### src/rtl/nibble_bus_pkg.sv
// Shared types and constants for the nibble-bus responder.
// Cycle-type decode, checker states and error codes.
package nibble_bus_pkg;

  localparam int NIB_W = 4;

  localparam logic [3:0] CTL_LOAD  = 4'b0111;
  localparam logic [3:0] CTL_STORE = 4'b0011;

  typedef enum logic [2:0] {
    CYC_F1,
    CYC_F2,
    CYC_F3,
    CYC_LOAD,
    CYC_STORE,
    CYC_ILL
  } cyc_t;

  typedef enum logic [1:0] {
    EXP_F1,
    EXP_F2,
    EXP_F3,
    EXP_POST
  } chk_state_t;

  localparam logic [2:0] ERR_NONE  = 3'd0;
  localparam logic [2:0] ERR_ORDER = 3'd1;
  localparam logic [2:0] ERR_PC    = 3'd2;
  localparam logic [2:0] ERR_ILL   = 3'd3;
  localparam logic [2:0] ERR_DADDR = 3'd4;
  localparam logic [2:0] ERR_RANGE = 3'd5;

  // Map the {a1,a0,p1,p0} field onto a cycle type.
  function automatic cyc_t decode_cyc(input logic [3:0] ctl);
    cyc_t k;
    k = CYC_ILL;
    unique case (1'b1)
      (ctl[1:0] == 2'b00): k = CYC_F1;
      (ctl[1:0] == 2'b01): k = CYC_F2;
      (ctl[1:0] == 2'b10): k = CYC_F3;
      (ctl == CTL_LOAD):   k = CYC_LOAD;
      (ctl == CTL_STORE):  k = CYC_STORE;
      default:             k = CYC_ILL;
    endcase
    return k;
  endfunction

endpackage

### src/rtl/nibble_bus_seq_checker.sv
// Bus cycle-sequence checker with sticky first-error latch.
// Optional retired-instruction counter under RESP_ICOUNT_EN.
module nibble_bus_seq_checker
  import nibble_bus_pkg::*;
#(
  parameter int PC_W = 10
) (
  input  logic            clk,
  input  logic            rst,
  input  cyc_t            kind,
  input  logic [PC_W-1:0] pc,
  input  logic            pc_oob,
  input  logic            addr_hi,
  input  logic            err_clr,
  output logic            proto_err,
  output logic [2:0]      err_code,
  output logic [15:0]     icount
);

  chk_state_t      state;
  chk_state_t      state_next;
  logic [PC_W-1:0] pc_q;
  logic            e_ord;
  logic            e_pc;
  logic            e_ill;
  logic            e_da;
  logic            e_rng;
  logic            any_err;
  logic [2:0]      code;

  // State register; every F1 captures the instruction PC.
  always_ff @(posedge clk) begin
    if (rst) begin
      state <= EXP_F1;
      pc_q  <= '0;
    end else begin
      state <= state_next;
      if (kind == CYC_F1) pc_q <= pc;
    end
  end

  // Expected-phase check, next state and lowest-code priority.
  always_comb begin
    state_next = state;
    e_ord      = 1'b0;
    e_pc       = 1'b0;
    e_ill      = 1'b0;
    e_da       = 1'b0;
    e_rng      = 1'b0;
    unique case (kind)
      CYC_F1: begin
        e_ord      = (state != EXP_F1) && (state != EXP_POST);
        e_rng      = pc_oob;
        state_next = EXP_F2;
      end
      CYC_F2: begin
        e_ord      = (state != EXP_F2);
        e_pc       = (state == EXP_F2) && (pc != pc_q);
        e_rng      = pc_oob;
        state_next = EXP_F3;
      end
      CYC_F3: begin
        e_ord      = (state != EXP_F3);
        e_pc       = (state == EXP_F3) && (pc != pc_q);
        e_rng      = pc_oob;
        state_next = EXP_POST;
      end
      CYC_LOAD, CYC_STORE: begin
        e_ord      = (state != EXP_POST);
        e_da       = addr_hi;
        state_next = EXP_F1;
      end
      default: begin
        e_ill      = 1'b1;
        state_next = EXP_F1;
      end
    endcase
    any_err = e_ord | e_pc | e_ill | e_da | e_rng;
    // A broken sequence waits for the next F1 to resync.
    if (any_err && (kind != CYC_F1)) state_next = EXP_F1;
    if (e_ord)      code = ERR_ORDER;
    else if (e_pc)  code = ERR_PC;
    else if (e_ill) code = ERR_ILL;
    else if (e_da)  code = ERR_DADDR;
    else if (e_rng) code = ERR_RANGE;
    else            code = ERR_NONE;
  end

  // Keep the first error; a fresh error beats a same-cycle clear.
  always_ff @(posedge clk) begin
    if (rst) begin
      proto_err <= 1'b0;
      err_code  <= ERR_NONE;
    end else if (any_err && (!proto_err || err_clr)) begin
      proto_err <= 1'b1;
      err_code  <= code;
    end else if (err_clr) begin
      proto_err <= 1'b0;
      err_code  <= ERR_NONE;
    end
  end

`ifdef RESP_ICOUNT_EN
  logic        f3_ok;
  logic [15:0] icnt_q;

  assign f3_ok = (kind == CYC_F3) && !any_err;

  // Saturating count of cleanly accepted F3 phases.
  always_ff @(posedge clk) begin
    if (rst) begin
      icnt_q <= '0;
    end else if (f3_ok && (icnt_q != 16'hFFFF)) begin
      icnt_q <= icnt_q + 16'd1;
    end
  end

  assign icount = icnt_q;
`else
  assign icount = '0;
`endif

endmodule

### src/rtl/nibble_bus_responder.sv
// Memory-side responder for the nibble-bus CPU tile.
// Define RESP_ICOUNT_EN to enable the retired-instruction counter.
module nibble_bus_responder
  import nibble_bus_pkg::*;
#(
  parameter int PROG_DEPTH = 64,
  parameter int DATA_DEPTH = 16
) (
  input  logic        clk,
  input  logic        rst,
  input  logic [7:0]  bus_addr_in,
  input  logic [3:0]  bus_ctl_in,
  input  logic [3:0]  bus_data_in,
  output logic [3:0]  bus_data_out,
  input  logic        prog_we,
  input  logic [7:0]  prog_addr,
  input  logic [3:0]  prog_data,
  input  logic [3:0]  dbg_addr,
  output logic [3:0]  dbg_data,
  input  logic        err_clr,
  output logic        proto_err,
  output logic [2:0]  err_code,
  output logic [15:0] icount
);

  localparam int NIBS = 3 * PROG_DEPTH;
  localparam int PA_W = $clog2(NIBS);

  logic [NIB_W-1:0] prog_mem [NIBS];
  logic [NIB_W-1:0] data_mem [DATA_DEPTH];

  cyc_t            kind;
  logic [9:0]      pc;
  logic [PA_W-1:0] idx;
  logic            pc_oob;

  assign kind   = decode_cyc(bus_ctl_in);
  assign pc     = {bus_addr_in, bus_ctl_in[3:2]};
  assign pc_oob = 32'(pc) >= 32'(PROG_DEPTH);
  // Only used when pc is in range, so the truncation is exact.
  assign idx    = PA_W'(12'(pc) * 12'd3 + 12'(bus_ctl_in[1:0]));

  // Host program load; writes past the array are dropped.
  always_ff @(posedge clk) begin
    if (prog_we && (32'(prog_addr) < 32'(NIBS))) begin
      prog_mem[prog_addr[PA_W-1:0]] <= prog_data;
    end
  end

  // Data memory: cleared on reset, written by STORE cycles.
  always_ff @(posedge clk) begin
    if (rst) begin
      for (int i = 0; i < DATA_DEPTH; i++) data_mem[i] <= '0;
    end else if (kind == CYC_STORE) begin
      data_mem[bus_addr_in[3:0]] <= bus_data_in;
    end
  end

  // Zero-latency read path back to the CPU.
  always_comb begin
    bus_data_out = '0;
    unique case (kind)
      CYC_F1, CYC_F2, CYC_F3: begin
        if (!pc_oob) bus_data_out = prog_mem[idx];
      end
      CYC_LOAD: bus_data_out = data_mem[bus_addr_in[3:0]];
      default: ;
    endcase
  end

  assign dbg_data = data_mem[dbg_addr];

  nibble_bus_seq_checker #(
    .PC_W(10)
  ) u_chk (
    .clk      (clk),
    .rst      (rst),
    .kind     (kind),
    .pc       (pc),
    .pc_oob   (pc_oob),
    .addr_hi  (|bus_addr_in[7:4]),
    .err_clr  (err_clr),
    .proto_err(proto_err),
    .err_code (err_code),
    .icount   (icount)
  );

endmodule
### config.mk
export PLATFORM = sky130hd
export DESIGN_NAME = nibble_bus_responder
export DESIGN_NICKNAME = d
export VERILOG_FILES = /design/src/rtl/nibble_bus_pkg.sv /design/src/rtl/nibble_bus_seq_checker.sv /design/src/rtl/nibble_bus_responder.sv
export SDC_FILE = /design/constraint.sdc
export NUM_CORES = 1
export LEC_CHECK = 0
export ABC_AREA = 1
export CAP_MARGIN = 10
export CORE_MARGIN = 3
export CORE_UTILIZATION = 50
export CTS_BUF_LIST = sky130_fd_sc_hd__clkbuf_2 sky130_fd_sc_hd__clkbuf_4 sky130_fd_sc_hd__clkbuf_8
export CTS_CLUSTER_DIAMETER = 120
export CTS_CLUSTER_SIZE = 25
export DETAILED_ROUTE_END_ITERATION = 10
export PLACE_DENSITY = 0.74
export SETUP_SLACK_MARGIN = 0.15
export SYNTH_ARGS = -nofsm -noshare
export SYNTH_HDL_FRONTEND = slang
export SYNTH_SLANG_ARGS = --single-unit
export TNS_END_PERCENT = 30
### constraint.sdc
create_clock -name clk -period 6.9 [get_ports clk]
set_input_delay 0.69 -clock clk [delete_from_list [all_inputs] [get_ports clk]]
set_output_delay 0.69 -clock clk [all_outputs]
set_load 0.005 [all_outputs]
==> impl_metrics.toml <==
[power_and_ir_drop]
power_mw = 9.485
vdd_drop_max_uv = 271.1
pwr_density_cell_nw_per_um2 = 246.8
total_leakage_power_nw = 13.27

[sta]
fin_setup_tns_ns = 0
slew_viol_final = 0
slew_headroom_pct = 13.17
fmax_ghz = 0.1587
post-route-period-util_pct = 91.32
fin_crit_ns = 6.301
worst_pin_slew_ns = 1.299
setup_viol = 0
hold_viol = 0
skew_ns = 0.006608
rsz0062_at_grt = "no"

[placed_design]
place_hpwl_um = 53830
gp_congestion = 0.8710
portBuffers = 47
place_area_um2 = 37820

[yosys]
syn_inst = 3401
yosysTopAreaCellShare_pct = 67.72
yosysSeqAreaShare_pct = 68.59
syn_avg_cell_area_um2 = 10.85
yosysUniqueCellTypes = 37
yosys_warnings = 0
synth_seq_cells = 848
synth-edff-count = 832
synth_top_cell_by_area = "edfxtp_1"
async_flop_share_pct = 0
synthesis.area_um2 = 36890
synth.area.top_cells = "edfxtp_1 68%, nand3_1 11%, nand2_1 9.4%"
synth_ff_type = "edfxtp_1"

[global_routing]
grt_pass1_vias = 23800
antenna_found_initial = 1
gr-total-overflow = 0
grt_start_max_net_pins = 217
grt_usage_pct = 23.22
grt_pass1_wl_um = 138700

[critical_path]
critPathKind = "input pin to output port"
cp-end-kind = "output port"
cp_max_fo = 45
cp.arrival_ns = 5.61
required_ns = 6.21
start_kind = "input pin"

[clocking]
ctsResizeCount = 0
cts_buffer_depth = 3
clk_latency_ns = 0.69
cts_max_level = 2
cts_buffers = 39
cts_hold_buf = 0
cts_tree = "built"
cts_root_buf = "clkbuf_8"
clk_pin_slew_ns = 0.15
cts_setup_buffers = 0
cts_sinks = 848

[final_layout]
syn_to_final_growth_pct = 4.199
fin_area_um2 = 38440
mostFrequentLayoutCell = "nand2_1"
nets = 3382
fin_util_pct = 53.13
final_cell_mix = "928 x nand2_1, 832 x edfxtp_1, 782 x nand3_1"
drive_above_1_share_pct = 3.159

[routing]
drcViolationCount = 0
drtPass1Iterations = 6
routedWlPerCell_um = 21.23
initialDrtViolationCount = 3452
wl_um = 90770
viasPerCell = 5.877
postRouteAntennaNets = 0
vias = 25130

[floorplan]
die_w_um = 277.6
die_height_um = 277.6
placementRows = 98
die-area_um2 = 77080
core_area_um2 = 72340
initial_utilization_pct = 50.99
io_pins = 64

[run]
drv_cap = 0

[status]
status = "completed"

[worst_hold_path]
worstHoldPathType = "flip-flop to flip-flop"
-- through the flow --
step	cells	hold slack, ns	setup WS (ns)
2_1_floorplan	3416	0.4673	3.024
3_3_place_gp	4225	0.4734	0.6753
3_5_place_dp	4225	0.4755	0.6267
4_1_cts	4274	0.4947	0.6228
5_1_grt	4275	0.5325	0.4237
6_report	4275	0.4915	0.5991
-- cell type report --
class | count | area [um^2]
antenna | 1 | 2.502
inverter | 90 | 356.6
tap | 950 | 1189
multi-input combinational | 2254 | 10150
clock inverter | 4 | 33.78
fill | 6209 | 33910
sequential | 848 | 25300
timing repair buffer | 83 | 820.8
clock buffer | 45 | 581.8
-- power breakdown --
part / internal (mW) / switching (mW) / total, mW
clock: 0.565 / 1.44 / 2.00
combinational: 0.505 / 1.28 / 1.78
sequential: 5.68 / 0.0163 / 5.70
total: 6.75 / 2.74 / 9.49
-- worst max-delay path, stage by stage --
cell             delay, ns
clkdlybuf4s50_1       0.58
inv_1                 0.12
fa_1                  0.47
inv_1                 0.10
ha_4                  0.13
inv_1                 0.05
fa_4                  0.87
clkinv_2              0.62
buf_12                0.45
nand3_1               0.12
nand3_1               0.08
nand3_1               0.17
nand3_1               0.21
nand2_1               0.12
a21oi_1               0.07
nand2_1               0.14
a21oi_1               0.11
clkdlybuf4s50_1       0.46
-- metal layers --
layer,track usage [%],vias to the layer above,routed length [um]
met5,0,-,0
met4,8.650,0,3503
met3,3.518,201,9186
met2,37.41,1352,42350
met1,32.23,11990,35730
li1,-,11590,-
-- kinds of logic after synthesis --
kind of cell	after synthesis	share of synthesized area, %
simple gates	2049	23.58
flops	848	68.59
buf+inv	314	4.162
compound gates	147	2.252
fa+ha+maj	30	1.058
xor+xnor	12	0.3460
other cells	1	0.01017
-- state kept, by name (all words and copies together) (netlist names) --
register         count
u_chk.err_code       3
u_chk.proto_err      1
u_chk.state          2
prog_mem           768
u_chk.pc_q          10
data_mem            64
-- path summary, 6_finish.rpt --
check / start / to / slack [ns] / cells after the start
worst max-delay path: bus_ctl_in[2] / bus_data_out[3] / 0.60 / 18
worst min-delay path: u_chk.err_code[1]$_SDFFE_PP0P_ / u_chk.err_code[1]$_SDFFE_PP0P_ / 0.49 / 2
worst max register to register: u_chk.pc_q[8]$_SDFFE_PP0P_ / u_chk.err_code[2]$_SDFFE_PP0P_ / 5.18 / 11
worst min register to register: u_chk.err_code[1]$_SDFFE_PP0P_ / u_chk.err_code[1]$_SDFFE_PP0P_ / 0.49 / 2
-- synth_stat cells (3+ instances only) --
library cell / count
clkbuf_1: 64
a21oi_1: 57
buf_6: 5
nand3_1: 782
buf_1: 11
clkinv_1: 3
a31oi_1: 3
buf_2: 89
xor2_1: 6
nand2_1: 928
o221ai_1: 7
dfxtp_1: 16
nor2_1: 326
o211ai_1: 10
nor3_1: 4
inv_2: 5
inv_1: 81
o311ai_0: 6
buf_4: 55
nand4_1: 5
xnor2_1: 3
ha_1: 28
o21ai_0: 57
edfxtp_1: 832
No activity file was read; power rests on OpenSTA's default activity.
